===== src/rtl/dram_cmd_sequencer_pkg.sv =====
// Shared timing constants, command/state encodings and the address decode
// for the DDR5 command sequencer.
package dram_cmd_sequencer_pkg;

    localparam int ADDR_WIDTH = 36;

    // DIMM timing, in command-clock cycles
    localparam int TRCD   = 39;
    localparam int TCAS   = 40;
    localparam int TCWL   = 38;
    localparam int TBURST = 8;
    localparam int TWR    = 72;
    localparam int TRP    = 39;

    typedef enum logic [2:0] {
        CMD_ACT0 = 3'd0,
        CMD_ACT1 = 3'd1,
        CMD_RD0  = 3'd2,
        CMD_RD1  = 3'd3,
        CMD_WR0  = 3'd4,
        CMD_WR1  = 3'd5,
        CMD_PRE  = 3'd6
    } dram_cmd_e;

    typedef enum logic [1:0] {
        OP_READ    = 2'd0,
        OP_WRITE   = 2'd1,
        OP_IFETCH  = 2'd2,
        OP_ILLEGAL = 2'd3
    } req_op_e;

    typedef enum logic [3:0] {
        S_IDLE      = 4'd0,
        S_ACT0      = 4'd1,
        S_ACT1      = 4'd2,
        S_WAIT_RCD  = 4'd3,
        S_CAS0      = 4'd4,
        S_CAS1      = 4'd5,
        S_WAIT_DATA = 4'd6,
        S_PRE       = 4'd7,
        S_WAIT_RP   = 4'd8
    } seq_state_e;

    typedef struct packed {
        logic        ch;
        logic [2:0]  bg;
        logic [1:0]  bank;
        logic [15:0] row;
        logic [9:0]  col;
    } dram_addr_t;

    // Split a physical address into DIMM coordinates
    function automatic dram_addr_t decode_addr(input logic [ADDR_WIDTH-1:0] addr);
        dram_addr_t d;
        d.ch   = addr[6];
        d.bg   = addr[9:7];
        d.bank = addr[11:10];
        d.row  = addr[33:18];
        d.col  = {addr[17:12], addr[5:2]};
        return d;
    endfunction

    // Flat bank index {ch, bg, bank} used by the open-row table
    function automatic logic [5:0] bank_index(input dram_addr_t d);
        return {d.ch, d.bg, d.bank};
    endfunction

endpackage


===== src/rtl/dram_cmd_sequencer_open_row_table.sv =====
// Per-bank open-row tracker (64 banks indexed by {ch, bg, bank}).
// Only instantiated when OPEN_PAGE_EN is defined.
module dram_open_row_table (
    input  logic        clk,
    input  logic        rst_n,
    input  logic [5:0]  lookup_idx,
    input  logic [15:0] lookup_row,
    output logic        lookup_hit,
    output logic        lookup_miss,
    output logic        lookup_empty,
    input  logic        set_en,
    input  logic [5:0]  set_idx,
    input  logic [15:0] set_row,
    input  logic        clr_en,
    input  logic [5:0]  clr_idx
);

    logic [63:0] valid_q;
    logic [15:0] row_q [64];

    // Valid bits: set when a row is activated, cleared on precharge or reset
    always_ff @(posedge clk) begin
        if (!rst_n) begin
            valid_q <= '0;
        end else begin
            if (set_en) valid_q[set_idx] <= 1'b1;
            if (clr_en) valid_q[clr_idx] <= 1'b0;
        end
    end

    // Row storage needs no reset; it is qualified by the valid bit
    always_ff @(posedge clk) begin
        if (set_en) row_q[set_idx] <= set_row;
    end

    // Classify the incoming request against the bank's open row
    always_comb begin
        lookup_empty = !valid_q[lookup_idx];
        lookup_hit   = valid_q[lookup_idx] && (row_q[lookup_idx] == lookup_row);
        lookup_miss  = valid_q[lookup_idx] && (row_q[lookup_idx] != lookup_row);
    end

endmodule


===== src/rtl/dram_cmd_sequencer.sv =====
// DDR5 command sequencer: accepts one request at a time and issues
// ACT -> RD/WR -> PRE with tRCD/tCAS/tCWL/tBURST/tWR/tRP spacing.
// Optional feature macro: OPEN_PAGE_EN (open-page policy with row table).
// Handshake: a request transfers on a rising edge where req_valid and
// req_ready are both 1; req_op/req_addr must stay stable until then.
module dram_cmd_sequencer
    import dram_cmd_sequencer_pkg::*;
#(
    parameter int ADDR_W  = ADDR_WIDTH,
    parameter int T_RCD   = TRCD,
    parameter int T_CAS   = TCAS,
    parameter int T_CWL   = TCWL,
    parameter int T_BURST = TBURST,
    parameter int T_WR    = TWR,
    parameter int T_RP    = TRP,
    parameter int CNT_W   = 8
) (
    input  logic              clk,
    input  logic              rst_n,
    input  logic              req_valid,
    output logic              req_ready,
    input  logic [1:0]        req_op,
    input  logic [ADDR_W-1:0] req_addr,
    output logic              cmd_valid,
    output logic [2:0]        cmd_type,
    output logic              cmd_channel,
    output logic [2:0]        cmd_bg,
    output logic [1:0]        cmd_bank,
    output logic [15:0]       cmd_row,
    output logic [9:0]        cmd_col,
    output logic              done_pulse,
    output logic              err_illegal_op,
    output logic [3:0]        dbg_state
);

    if ((T_CWL + T_BURST + T_WR >= 2**CNT_W) || (T_CAS + T_BURST >= 2**CNT_W) ||
        (T_RCD < 2) || (T_RP < 2) || (ADDR_W != ADDR_WIDTH)) begin : g_bad_cfg
        $error("dram_cmd_sequencer: timing does not fit the wait counter or address width mismatch");
    end

    // A command occupies the cycle at each end of a wait, so each WAIT_*
    // state lasts (delay-1) cycles; the down-counter runs (delay-1)-1 .. 0.
    localparam logic [CNT_W-1:0] LD_RCD = CNT_W'(T_RCD - 2);
    localparam logic [CNT_W-1:0] LD_RD  = CNT_W'(T_CAS + T_BURST - 2);
    localparam logic [CNT_W-1:0] LD_WR  = CNT_W'(T_CWL + T_BURST + T_WR - 2);
    localparam logic [CNT_W-1:0] LD_RP  = CNT_W'(T_RP - 2);

    seq_state_e       state;
    logic [CNT_W-1:0] cnt;
    logic             is_write;
    dram_addr_t       cur;
    dram_addr_t       req_dec;

    assign req_dec     = decode_addr(req_addr);
    assign cmd_channel = cur.ch;
    assign cmd_bg      = cur.bg;
    assign cmd_bank    = cur.bank;
    assign cmd_row     = cur.row;
    assign cmd_col     = cur.col;
    assign dbg_state   = state;

`ifdef OPEN_PAGE_EN
    logic lk_hit;
    logic lk_miss;
    logic lk_empty;

    dram_open_row_table u_row_table (
        .clk          (clk),
        .rst_n        (rst_n),
        .lookup_idx   (bank_index(req_dec)),
        .lookup_row   (req_dec.row),
        .lookup_hit   (lk_hit),
        .lookup_miss  (lk_miss),
        .lookup_empty (lk_empty),
        .set_en       (state == S_ACT1),
        .set_idx      (bank_index(cur)),
        .set_row      (cur.row),
        .clr_en       (state == S_PRE),
        .clr_idx      (bank_index(cur))
    );
`endif

    // Sequencer FSM with registered command/handshake outputs
    always_ff @(posedge clk) begin
        if (!rst_n) begin
            state          <= S_IDLE;
            cnt            <= '0;
            is_write       <= 1'b0;
            cur            <= '0;
            req_ready      <= 1'b0;
            cmd_valid      <= 1'b0;
            cmd_type       <= CMD_ACT0;
            done_pulse     <= 1'b0;
            err_illegal_op <= 1'b0;
        end else begin
            cmd_valid      <= 1'b0;
            done_pulse     <= 1'b0;
            err_illegal_op <= 1'b0;
            unique case (state)
                S_IDLE: begin
                    req_ready <= 1'b1;
                    if (req_valid && req_ready) begin
                        if (req_op == OP_ILLEGAL) begin
                            err_illegal_op <= 1'b1;
                        end else begin
                            req_ready <= 1'b0;
                            cur       <= req_dec;
                            is_write  <= (req_op == OP_WRITE);
                            cmd_valid <= 1'b1;
`ifdef OPEN_PAGE_EN
                            if (lk_hit) begin
                                state    <= S_CAS0;
                                cmd_type <= (req_op == OP_WRITE) ? CMD_WR0 : CMD_RD0;
                            end else if (lk_miss) begin
                                state    <= S_PRE;
                                cmd_type <= CMD_PRE;
                            end else begin
                                state    <= S_ACT0;
                                cmd_type <= CMD_ACT0;
                            end
`else
                            state    <= S_ACT0;
                            cmd_type <= CMD_ACT0;
`endif
                        end
                    end
                end
                S_ACT0: begin
                    state     <= S_ACT1;
                    cmd_valid <= 1'b1;
                    cmd_type  <= CMD_ACT1;
                end
                S_ACT1: begin
                    state <= S_WAIT_RCD;
                    cnt   <= LD_RCD;
                end
                S_WAIT_RCD: begin
                    if (cnt == '0) begin
                        state     <= S_CAS0;
                        cmd_valid <= 1'b1;
                        cmd_type  <= is_write ? CMD_WR0 : CMD_RD0;
                    end else begin
                        cnt <= cnt - 1'b1;
                    end
                end
                S_CAS0: begin
                    state     <= S_CAS1;
                    cmd_valid <= 1'b1;
                    cmd_type  <= is_write ? CMD_WR1 : CMD_RD1;
                end
                S_CAS1: begin
                    state <= S_WAIT_DATA;
                    cnt   <= is_write ? LD_WR : LD_RD;
                end
                S_WAIT_DATA: begin
                    if (cnt == '0) begin
`ifdef OPEN_PAGE_EN
                        // Row stays open for the next request to this bank
                        state      <= S_IDLE;
                        req_ready  <= 1'b1;
                        done_pulse <= 1'b1;
`else
                        state      <= S_PRE;
                        cmd_valid  <= 1'b1;
                        cmd_type   <= CMD_PRE;
`endif
                    end else begin
                        cnt <= cnt - 1'b1;
                    end
                end
                S_PRE: begin
                    state <= S_WAIT_RP;
                    cnt   <= LD_RP;
                end
                S_WAIT_RP: begin
                    if (cnt == '0) begin
`ifdef OPEN_PAGE_EN
                        // Only a row miss precharges; it continues into ACT
                        state      <= S_ACT0;
                        cmd_valid  <= 1'b1;
                        cmd_type   <= CMD_ACT0;
`else
                        state      <= S_IDLE;
                        req_ready  <= 1'b1;
                        done_pulse <= 1'b1;
`endif
                    end else begin
                        cnt <= cnt - 1'b1;
                    end
                end
                default: begin
                    state <= S_IDLE;
                end
            endcase
        end
    end

endmodule

===== config.mk =====
export PLATFORM = sky130hd
export DESIGN_NAME = dram_cmd_sequencer
export DESIGN_NICKNAME = d
export VERILOG_FILES = /design/src/rtl/dram_cmd_sequencer_pkg.sv /design/src/rtl/dram_cmd_sequencer_open_row_table.sv /design/src/rtl/dram_cmd_sequencer.sv
export SDC_FILE = /design/constraint.sdc
export NUM_CORES = 1
export LEC_CHECK = 0
export ABC_AREA = 1
export ABC_CLOCK_PERIOD_IN_PS = 5100
export CORE_ASPECT_RATIO = 1.5
export CORE_UTILIZATION = 45
export CTS_CLUSTER_SIZE = 25
export DETAILED_ROUTE_END_ITERATION = 10
export GPL_ROUTABILITY_DRIVEN = 0
export GPL_TIMING_DRIVEN = 0
export HOLD_SLACK_MARGIN = 0.05
export PLACE_DENSITY = 0.9
export SLEW_MARGIN = 0
export SYNTH_ARGS = -nofsm -noshare
export SYNTH_HDL_FRONTEND = slang
export SYNTH_SLANG_ARGS = --single-unit

===== constraint.sdc =====
create_clock -name clk -period 5.1 [get_ports clk]
set_clock_uncertainty 0.15 [all_clocks]
set_input_delay 0.51 -clock clk [delete_from_list [all_inputs] [get_ports clk]]
set_output_delay 0.51 -clock clk [all_outputs]
set_load 0.01 [all_outputs]

Yosys cells after proc, flatten, opt, wreduce, memory -nomap -nowiden:

Cells that the tools add are included.
Widths: inputs -> output; s select.

* input port bits: 41
* register bits after elaboration: 52
* logic and storage cells: 72
* output and inout bits: 43

* equal/unequal tests: 16
* reduce and logical (&&, ||, !) cells: 17
* multiplexer cells: 24
* $add $sub $neg: 1
* bitwise operators: 1

Operators with widths (count)
* $pmux 4 s9: 1
* $pmux 8 s3: 1
* $mux 4: 5
* $mux 3: 6
* $eq 4x3->1 const B: 4
* $pmux 3 s5: 1
* $ne 2x2->1 const B: 6
* $reduce_and 5->1: 2
* $eq 4x2->1 const B: 2
* $logic_not 8->1: 1
* $mux 8: 1
* $sub 8x1->8 const B: 1
* $mux 7: 1
* $mux 1: 6
* $reduce_and 2->1: 3
* $reduce_and 3->1: 2
* $reduce_or 2->1: 3
* $reduce_bool 5->1: 1
* $eq 4x1->1 const B: 1
* $eq 4x4->1 const B: 1
* $logic_not 4->1: 1
* $pmux 1 s3: 1
* $reduce_bool 3->1: 1
* $reduce_or 3->1: 1
* other kinds (6): 6

Logic depth before layout (Yosys ltp):

* depth after elaboration: 4
* mapped depth: 11
* mapped depth without buffers: 10

Worst setup path before layout:

OpenSTA, ideal clock, no wires.

* path kind: flip-flop to flip-flop
* from: reg cnt[0]
* to: reg state[0] (netlist: dbg_state[0])
* arrival: 1.387 ns
* setup time: 0.113 ns
* clock period less this slack: 1.650 ns
* stages on the path, launching flop included: 10
* buffers on the path: 0
* setup slack: 3.450 ns
* required time: 4.837 ns
* cell sequence: dfxtp_1 -> inv_1 -> ha_1 -> nand3_1 -> nor2_1 -> inv_1 -> a21oi_2 -> o21ai_0 -> nand2_1 -> nor2_1

* cells in the longest elaborated chain, start to end: 3
* elaborated cells between the ends (all ways): 5
* those cells by class: eq/ne: 3; reduce/logical: 2

Ends and longest elaborated chain
* start: declaration: RTL line dram_cmd_sequencer.sv:49 `logic [CNT_W-1:0] cnt;`
* start signal: assignment: RTL line dram_cmd_sequencer.sv:143 `cnt <= cnt - 1'b1;`
* start signal: assignment: RTL line dram_cmd_sequencer.sv:153 `cnt <= is_write ? LD_WR : LD_RD;`
* start signal: assignment: RTL line dram_cmd_sequencer.sv:168 `cnt <= cnt - 1'b1;`
* $logic_not 8->1 *: RTL line dram_cmd_sequencer.sv:138, dram_cmd_sequencer.sv:156, dram_cmd_sequencer.sv:176
* $ne 2x2->1 (no line)
* $reduce_and 5->1 (no line) *
* end signal: assignment: RTL line dram_cmd_sequencer.sv:139 `state <= S_CAS0;`
* end signal: assignment: RTL line dram_cmd_sequencer.sv:163 `state <= S_PRE;`
* end signal: assignment: RTL line dram_cmd_sequencer.sv:183 `state <= S_IDLE;`
* end: declaration: RTL line dram_cmd_sequencer.sv:48 `seq_state_e state;`

Mark *: on every way between the ends. The rest lies on a longest branch, timed or not.
A chain may end at the register's enable or synchronous reset.

Final worst setup path:

* from: reg state[0] (netlist: dbg_state[0])
* to: out dbg_state[0]

RTL lines
* start signal: assignment: RTL line dram_cmd_sequencer.sv:86 `state <= S_IDLE;`
* start signal: assignment: RTL line dram_cmd_sequencer.sv:122 `state <= S_ACT0;`
* start signal: assignment: RTL line dram_cmd_sequencer.sv:129 `state <= S_ACT1;`
* end: declaration: RTL line dram_cmd_sequencer.sv:33 `output logic [3:0] dbg_state`

No word-level cell between the ends.

==> out/qor.yml <==
cells_and_area:
  final_nets: 447
  area_growth_pct: 43.31
  regArea_sq_um: 1041
  final_area_sq_um: 3308
  utilization_pct: 67.69
  drive_gt1_share_pct: 10.62
  num_antenna_cells: 0
  multi_input_comb_area_sq_um: 1117
  fillers: 411
synth:
  synth-edff-count: 0
  yosysSeqAreaShare_pct: 45.09
  yosys-top-cells-area: "dfxtp_1 (45%), nor2_1 (14%), o21ai_0 (8.9%)"
  syn_avg_cell_area_sq_um: 7.259
  syn-num-nets: 361
  synth_top_cell_by_area: "dfxtp_1"
  netlist_area_sq_um: 2308
  yosysTopAreaCellShare_pct: 45.09
  syn_inst: 318
  ys_ff_latch: 52
  synthDistinctLibCells: 27
  ys.warnings.count: 0
  synthFlopType: "dfxtp_1"
  synthArstFlopShare_pct: 0
critical_path:
  cpPeakStageDelay_ns: 0.60
  arrival_ns: 1.45
  crit_required_ns: 4.44
  r2r_setup_slack_ns: 3.17
  worst-path-buf-inv: 1
  crit_type: "flip-flop to output port"
  path_delay_family: "buffers and inverters"
  slowest_stage: "clkdlybuf4s50_1"
  cp-end-kind: "output port"
  cp-start-kind: "flip-flop"
  path_cells: "clkdlybuf4s50_1"
  cp_max_fo: 8
clock_tree:
  cts-root-buf: "clkbuf_8"
  cts_resized: 0
  clockBufferDepth: 2
  worstSkewPairLatency_ns: 0.31
  cts_tree: "built"
  postCtsSetupRepairBufs: 0
  clkSlewWorstSetupHoldPaths_ns: 0.10
  htreeDepth: 2
  cts.hold.buffers_added: 0
  numCtsBuffers: 5
  cts.sinks: 52
drt:
  dr.pass1.iters: 4
  vias: 2414
  routed_wl_um: 6434
  wl_per_cell_um: 13.66
  ant_nets: 0
  post-route-drc-count: 0
  viasPerCell: 5.125
  drtIter0Drc: 111
grt:
  grt.total_usage_pct: 25.81
  grt_max_degree: 16
  grt_pass1_wl_um: 10760
  antenna_found_initial: 0
  grt_pass1_vias: 2456
  grt_overflow: 0
pwr:
  power.leakage_nw: 1.445
  ir_worst_vdd_v: 0.0002780
  powerDensity_nw_per_um2: 459.5
sta:
  fmaxAchievable_mhz: 473.3
  max_slew_margin_pct: 62.95
  worst_pin_slew_ns: 0.5557
  setup_tns_ns: 0
  post-route-period-util_pct: 41.43
  period_needed_ns: 2.113
  drv_slew: 0
  finalHoldViolCount: 0
  setup_violations: 0
  rsz0062_at_grt: "false"
  hold_slack_ns: 0.3170
die:
  dieArea_sq_um: 5426
  rows: 31
  start_util_pct: 47.24
  die_y_um: 89.72
  die-width_um: 60.48
  pin_count: 84
  coreArea_sq_um: 4887
placement:
  place_hpwl_um: 4777
  place_area_sq_um: 3182
  io_buffers: 79
status:
  outcome: "finished, final reports clean"
job:
  maxCapViolations: 0
hold_path:
  hold_class: "flip-flop to flip-flop"
final timing paths:
| check | startpoint | end | cells after the start |
|---|---|---|---|
| worst min-delay path | cmd_col[9] | cmd_col[9] | 2 |
| worst min register to register | cmd_col[9] | cmd_col[9] | 2 |
| worst max register to register | cnt[0] | dbg_state[0] | 9 |
| worst max-delay path | dbg_state[0] | dbg_state[0] | 1 |
cell usage after synthesis (4+ instances only):
cell,number
nor2_1,86
dfxtp_1,52
nand2_1,43
o21ai_0,41
inv_1,18
nand3_1,13
a21oi_1,11
nand2_2,8
buf_2,6
clkbuf_1,5
nor3_1,5
a21oi_2,4
inv_2,4
nor2_2,4
state kept, by name (all words and copies together), names as in the netlist, 2 cells and up:
signal,count
cmd_bank,2
cmd_bg,3
cmd_col,10
cmd_row,16
cmd_type,3
cnt,8
dbg_state,4
metrics by stage:
stage | std cells | setup WS (ns) | total power, W
final | 471 | 2.987 | 0.001520
after global routing | 471 | 2.946 | 0.001623
after CTS | 471 | 2.997 | 0.001517
after detailed placement | 463 | 2.777 | 0.001200
after global placement | 463 | 2.861 | 0.001180
after floorplan | 318 | 3.450 | 0.0009434
logic make-up (layout without fill, tap and decap cells):
| group | after synthesis | after routing | synth area share [%] |
|---|---|---|---|
| xor gates and xnor gates | 3 | 3 | 1.138 |
| AOI/OAI and AO/OA | 58 | 58 | 13.33 |
| buffers and inverters | 35 | 122 | 6.503 |
| DFF | 52 | 52 | 45.09 |
| and+or+nand+nor | 168 | 168 | 32.85 |
| adders and majority gates | 2 | 2 | 1.084 |
power by group:
group,switching [W],internal (W)
Combinational,0.000364,0.000284
Sequential,0.0000634,0.000493
Clock,0.000142,0.000173
per-layer routing:
layer / global-route usage (%) / wire length, um / vias up
met5: 0 / 0 / -
met3: 9.209 / 539 / 17
li1: - / - / 1179
met4: 12.50 / 198 / 0
met2: 45.24 / 3402 / 107
met1: 25.55 / 2294 / 1111
layout make-up:
type | count | area share [%]
Multi-Input combinational cell | 231 | 33.77
Sequential cell | 52 | 31.47
Timing Repair Buffer | 79 | 23.90
Clock buffer | 7 | 2.912
Inverter | 23 | 2.610
Tap cell | 66 | 2.496
Buffer | 12 | 1.929
Clock inverter | 1 | 0.9077
placed cells by master, fill, tap and decap left out, types with 3 or more instances in the layout:
master,netlist,layout
clkdlybuf4s50_1,0,79
clkbuf_8,0,7
clkbuf_1,5,5
buf_2,6,6
nand2_2,8,8
nor2_1,86,86
dfxtp_1,52,52
inv_2,4,4
o21ai_0,41,41
nand2_4,3,3
a21oi_2,4,4
a21oi_1,11,11
inv_1,18,18
nand3_1,13,13
nor3_1,5,5
nand2_1,43,43
nor2_2,4,4
Power figures use the tool's default switching activity.
